[src/rtl/fast_square.sv]
// fast_square
//   Signed 9-bit squarer with one registered output stage. The magnitude of
//   the operand is squared as a folded partial-product array. The array is
//   reduced by a carry-save tree of full adders to two rows, and those two
//   rows are added by a single 18-bit carry-propagate adder.
//
// Ports
//   clk    in   1   rising-edge clock
//   rstb   in   1   asynchronous active-low reset, clears sqr_a
//   a      in   9   signed two's-complement operand, -256..255
//   sqr_a  out  18  unsigned a*a, registered (1 cycle latency); bit 17 is always 0
module fast_square (
    input  logic              clk,
    input  logic              rstb,
    input  logic signed [8:0] a,
    output logic [17:0]       sqr_a
);

    localparam int W = 18;  // column weights 0..17
    localparam int H = 6;   // tallest initial column is 5 bits; 6 keeps stage heights regular

    // Bit matrix: one entry per column weight, each column up to H bits deep.
    // Unused slots are held at zero and fold away in synthesis.
    typedef logic [W-1:0][H-1:0] mat_t;

    // Place the diagonal bits (m_i at weight 2i) and the 36 cross terms
    // (m_i & m_j at weight i+j+1, the doubling folded into the shift).
    function automatic mat_t build_pp(input logic [8:0] m);
        mat_t pp;
        int   cnt [W];
        pp = '0;
        for (int c = 0; c < W; c++) cnt[c] = 0;
        for (int i = 0; i < 9; i++) begin
            pp[2*i][cnt[2*i]] = m[i];
            cnt[2*i]++;
        end
        for (int i = 0; i < 9; i++) begin
            for (int j = i + 1; j < 9; j++) begin
                pp[i+j+1][cnt[i+j+1]] = m[i] & m[j];
                cnt[i+j+1]++;
            end
        end
        return pp;
    endfunction

    // One carry-save layer. Every column of height hin is cut into groups of
    // three bits. Each group becomes a sum bit in the same column and a carry
    // bit in the next column. Leftover bits pass straight through. Output
    // height is 2*(hin/3) + hin%3, which gives 6 -> 4 -> 3 -> 2.
    // A carry out of column 17 is dropped because the square never exceeds 2^16.
    function automatic mat_t csa_stage(input mat_t x, input int hin);
        mat_t y;
        int   pos;
        int   ng;
        y  = '0;
        ng = hin / 3;
        for (int c = 0; c < W; c++) begin
            pos = 0;
            if (c > 0) begin
                for (int g = 0; g < ng; g++) begin
                    y[c][pos] = (x[c-1][3*g] & x[c-1][3*g+1]) |
                                (x[c-1][3*g] & x[c-1][3*g+2]) |
                                (x[c-1][3*g+1] & x[c-1][3*g+2]);
                    pos++;
                end
            end
            for (int g = 0; g < ng; g++) begin
                y[c][pos] = x[c][3*g] ^ x[c][3*g+1] ^ x[c][3*g+2];
                pos++;
            end
            for (int r = ng * 3; r < hin; r++) begin
                y[c][pos] = x[c][r];
                pos++;
            end
        end
        return y;
    endfunction

    logic [8:0]  a_u;
    logic [8:0]  mag;
    mat_t        pp0;
    mat_t        pp1;
    mat_t        pp2;
    mat_t        pp3;
    logic [17:0] row0;
    logic [17:0] row1;
    logic [17:0] sqr_a_d;
    logic [17:0] sqr_a_q;

    always_comb begin
        a_u = a;
        // Invert-plus-one gated by the sign bit. -256 becomes 256 (bit 8 set),
        // which is the correct magnitude and not an overflow.
        mag = a_u[8] ? (~a_u + 9'd1) : a_u;

        pp0 = build_pp(mag);
        pp1 = csa_stage(pp0, 6);
        pp2 = csa_stage(pp1, 4);
        pp3 = csa_stage(pp2, 3);

        row0 = '0;
        row1 = '0;
        for (int c = 0; c < W; c++) begin
            row0[c] = pp3[c][0];
            row1[c] = pp3[c][1];
        end
        sqr_a_d = row0 + row1;
    end

    always_ff @(posedge clk or negedge rstb) begin
        if (!rstb) sqr_a_q <= '0;
        else       sqr_a_q <= sqr_a_d;
    end

    assign sqr_a = sqr_a_q;

endmodule

[config.mk]
export PLATFORM = sky130hd
export DESIGN_NAME = fast_square
export DESIGN_NICKNAME = d
export VERILOG_FILES = /design/src/rtl/fast_square.sv
export SDC_FILE = /design/constraint.sdc
export NUM_CORES = 1
export LEC_CHECK = 0
export BUFFER_PORTS_ARGS = -buffer_cell sky130_fd_sc_hd__buf_2
export CAP_MARGIN = 20
export CORE_UTILIZATION = 27
export DETAILED_ROUTE_END_ITERATION = 12
export GPL_ROUTABILITY_DRIVEN = 0
export HOLD_SLACK_MARGIN = 0.06
export PLACE_DENSITY = 0.49
export SETUP_SLACK_MARGIN = 0.3
export SLEW_MARGIN = 25
export SYNTH_ARGS = -nofsm -noshare
export SYNTH_HDL_FRONTEND = slang
export SYNTH_SLANG_ARGS = --single-unit
[constraint.sdc]
create_clock -name clk -period 1.27 [get_ports clk]
set_clock_uncertainty 0.15 [all_clocks]
set_input_delay 0.254 -clock clk [delete_from_list [all_inputs] [get_ports clk]]
set_output_delay 0.254 -clock clk [all_outputs]
set_load 0.02 [all_outputs]
* Word-level counts from Yosys, hierarchy flattened
Index checks and enable logic that the tools add are counted.
Operators by class: add/subtract/negate cells 2, multiplexer cells 1, bitwise operators 195
Operators by type and width (count):
- $and A1 B1 Y1 | 107
- $xor A1 B1 Y1 | 55
- $or A1 B1 Y1 | 32
- $add A18 B18 Y18 | 1
- $add A9 B1 Y9 const B | 1
- $mux W9 | 1
- $not A9 Y9 | 1
Word-level totals: register bits after elaboration 18, bits of input ports 11, output and inout port bits 18, word-level logic and storage cells 199

* Longest topological paths before layout
word-level depth 14, mapped depth 18

* Worst setup path after synthesis
Ideal clock, no wire load.
path kind input-to-reg, from in a[0], to reg sqr_a_q[14] (netlist: sqr_a[14]), setup time 0.069 ns, arrival time 4.381 ns, data required time 1.051 ns, slack -3.330 ns, stages 14, cells stage by stage clkinv_1 ha_1 or3b_1 o31ai_1 xor2_1 nor2_1 fa_1 fa_1 fa_1 ha_1 and3_1 a221o_1 a2111o_1 nand3_1
Between the ends: cells in the longest elaborated chain, start to end 14, elaborated cells between the ends (all ways) 181, those cells by class add/sub (2); mux (1); bitwise (178)
RTL lines:
- start: declaration | RTL line 15 | input logic signed [8:0] a,
- $not A9 Y9 | RTL line 94 | mag = a_u[8] ? (~a_u + 9'd1) : a_u;
- $add A9 B1 Y9 | RTL line 94
- $mux W9 (*) | RTL line 94
- $and A1 B1 Y1 | RTL line 39 | pp[i+j+1][cnt[i+j+1]] = m[i] & m[j];
- $and A1 B1 Y1 (on tied branches) | RTL line 61, 62
- $or A1 B1 Y1 | RTL line 61 | y[c][pos] = (x[c-1][3*g] & x[c-1][3*g+1]) |
- $or A1 B1 Y1 | RTL line 62 | (x[c-1][3*g] & x[c-1][3*g+2]) |
- $and A1 B1 Y1 (on tied branches) | RTL line 61, 62
- $or A1 B1 Y1 | RTL line 61
- $or A1 B1 Y1 | RTL line 62
- $and A1 B1 Y1 (on tied branches) | RTL line 61, 62
- $or A1 B1 Y1 | RTL line 61
- $or A1 B1 Y1 | RTL line 62
- $add A18 B18 Y18 (*) | RTL line 107 | sqr_a_d = row0 + row1;
- via sqr_a_d[14] | RTL line 87 | logic [17:0] sqr_a_d;
- end signal: assignment | RTL line 112 | else sqr_a_q <= sqr_a_d;
- end: declaration | RTL line 88 | logic [17:0] sqr_a_q;
Mark *: on every way through the listed nets, which the timed path passes. The rest lies on a longest branch.

* Worst setup path in the final report
from in a[1], to reg sqr_a_q[13] (netlist: sqr_a[13])
The elaborated chain is that of the path after synthesis.

==> run_results.csv <==
group,metric,value,unit
setup_path,crit_type,"in -> reg",
place,place.detailed.hpwl,3630,um
cts,cts_sinks,17,
synth,syn_inst,198,
sta,finalSetupViolations,15,
floorplan,num_rows,30,
synth,synth_top_area_share,0.233,
floorplan,initial_core_util,0.282,
pwr,p_clk_frac,0.075,
layout,largest_reg_flops,17,
sta,whs,0.164,ns
floorplan,fp.dieW,86.6,um
cts,cts_max_path_buffers,2,
flow_run,drv_cap,0,
synth,synth_flop_cell,"dfrtp_1",
setup_path,slowest_delay,0.58,ns
routing,drt-total-wl,4770,um
synth,synth_edf_count,0,
run_status,violations,"negative setup slack",
setup_path,path_cells,"buf_8, inv_8, ha_4, or3b_4, or4b_4, nor2_4, fa_1, fa_1, fa_2, ha_4, buf_6, buf_6, nand3_2, o211ai_1, buf_4, a21oi_4, o21bai_1, xor2_1",
cts,cts_tree,"done",
place,place_inst,374,
synth,syn_area,1930,um^2
setup_path,cp-end-kind,"flop",
place,place_area,2780,um^2
worst_hold_path,whs_path_depth,2,
setup_path,cp_slowest_cell,"or4b_4",
synth,seq_area_frac_synth,0.220,
pwr,seqPwrFrac,0.159,
routing,drc_errors,0,
layout,diodes,0,
sta,fin_crit_sh,3.36,
pwr,netSwitchingPower,2.13,mW
worst_hold_path,min_to,"sqr_a[0]",
layout,drive_gt1_frac,0.544,
place,dpl_worst_slack,-3.46,ns
synth,synth_area_leader_cell,"ha_1",
cts,cts.root.buffer_cell,"clkbuf_8",
routing,wire_per_inst,12.2,um
sta,layout_setup_ws,-3.00,ns
floorplan,die_area,7510,um^2
pwr,max-vdd-ir-drop,0.533,mV
synth,avgSynthCellArea,9.77,um^2
grt,grt_usage,0.133,
pwr,total_power,5.39,mW
layout,final_util,0.487,
grt,grt_max_degree,18,
layout,fin_area,3340,um^2
pwr,leakage,1.59,nW
worst_hold_path,hold_start,"a[0]",
sta,period_needed,4.27,ns
layout,finalNetCount,357,
floorplan,core,6870,um^2
grt,grt_pass1_vias,1758,
setup_path,worstPathArrival,4.24,ns
pwr,power_frac_comb,0.767,
routing,viasPerCell,4.35,
pwr,intPower,3.26,mW
synth,yosys_warnings,0,
sta,rsz0062_at_grt,"yes",
floorplan,io_pins,29,
setup_path,crit_fanout,4,
cts,cts.clk_slew.worst_paths,0.07,ns
pwr,p_per_area,1610,nW/um^2
floorplan,die_y,86.6,um
sta,slew_viol_final,0,
synth,synthDistinctLibCells,46,
run_status,status,"complete, but fails checks",
grt,antenna_found_initial,0,
grt,gr-total-overflow,0,
sta,setup_tns,-33.91,ns
routing,drtIter0Drc,49,
synth,yosys-top-cells-area,"ha_1 (23%), dfrtp_1 (22%), fa_1 (13%)",
synth,ys_seq_elements,17,
pwr,switching_share,0.395,
setup_path,start_kind,"primary input",
place,io_buffers,27,
cts,cts_buffers,3,
worst_hold_path,hp-class,"in -> reg",
layout,syn_to_final_growth,72.9,%
sta,hold_violations,0,
routing,vias,1705,
sta,fmax,234,MHz
setup_path,cp.required,1.25,ns
routing,drtAntennaViolNets,0,
grt,grt_pass1_wl,7910,um
synth,async_reset_ff_frac,1.00,
cts,h-tree-depth,1,
layout,final_cells,392,
routing,firstDrtPassIters,4,
==> what timing repair did <==
| action | CTS | global route |
|---|---|---|
| pin swaps | 20 | 15 |
| hold endpoints to repair | 17 | 0 |
| gates resized for setup | 68 | 33 |
| setup endpoints to repair | 33 | 50 |
| hold buffers | 1 | 0 |
| setup buffers | 6 | 7 |
==> metal layers <==
metal | up-vias | global-route usage | routed length, um
met2 | 30 | 0.236 | 2450
met4 | 0 | 0.0455 | 57
met3 | 4 | 0.00571 | 106
met5 | - | 0 | 0
li1 | 861 | - | -
met1 | 810 | 0.174 | 2160
==> placed cells by master (no fill, tap or decap), types with 5 or more instances in the layout <==
cell	synthesis	routed
buf_6	0	29
buf_2	1	6
buf_4	1	55
ha_1	36	23
nor2_1	29	23
fa_1	13	10
ha_4	0	13
nor2_2	2	6
a21oi_1	7	5
inv_1	18	13
dfrtp_1	17	17
xor2_1	11	8
==> power groups by stage <==
stage | Sequential [mW] | Clock (mW) | Combinational, mW
after floorplan | 1.10 | 0 | 1.63
after global placement | 0.809 | 0 | 3.03
after detailed placement | 0.812 | 0 | 3.06
after CTS | 0.855 | 0.425 | 3.81
after global routing | 0.874 | 0.440 | 4.52
final | 0.855 | 0.403 | 4.14
==> critical path, delay by kind of cell <==
kind | cells | cell delay (ns)
xor gates and xnor gates | 1 | 0.17
buffers and inverters | 5 | 0.53
AOI/OAI and AO/OA | 3 | 0.33
and+or+nand+nor | 4 | 1.14
adders and majority gates | 5 | 1.79
==> Yosys cell counts, types with 2 or more instances <==
master / number
a21o_1: 4
a21oi_1: 7
a221oi_1: 2
and3_1: 2
dfrtp_1: 17
fa_1: 13
ha_1: 36
inv_1: 18
nand2_1: 5
nand2b_1: 2
nand3_1: 4
nor2_1: 29
nor2_2: 2
nor2b_1: 3
o21ai_0: 6
o31ai_1: 2
or2_2: 2
xnor2_1: 6
xor2_1: 11
==> cell families after synthesis <==
logic type	Yosys count	synth area share
and+or+nand+nor	56	0.142
adders and majority gates	49	0.367
AOI/OAI and AO/OA	32	0.116
buffers and inverters	23	0.0472
xor gates and xnor gates	19	0.0996
DFF	17	0.220
other	1	0.00194
muxes	1	0.00517
==> layout make-up <==
type,instances,area [um^2]
Fill cell,619,3520
Multi-Input combinational cell,161,1820
Timing Repair Buffer,94,822
Sequential cell,17,425
Tap cell,96,120
Inverter,20,111
Clock buffer,4,45.0
==> worst max path at each step <==
stage | depth (start not counted) | end | slack (ns) | from
floorplan | 14 | sqr_a[14] | -3.14 | a[0]
global placement | 20 | sqr_a[14] | -3.43 | a[0]
finish | 18 | sqr_a[13] | -3.00 | a[1]
detailed placement | 20 | sqr_a[14] | -3.46 | a[0]
global route | 20 | sqr_a[13] | -3.15 | a[0]
CTS | 16 | sqr_a[14] | -2.97 | a[0]
Power figures use the tool's default switching activity.
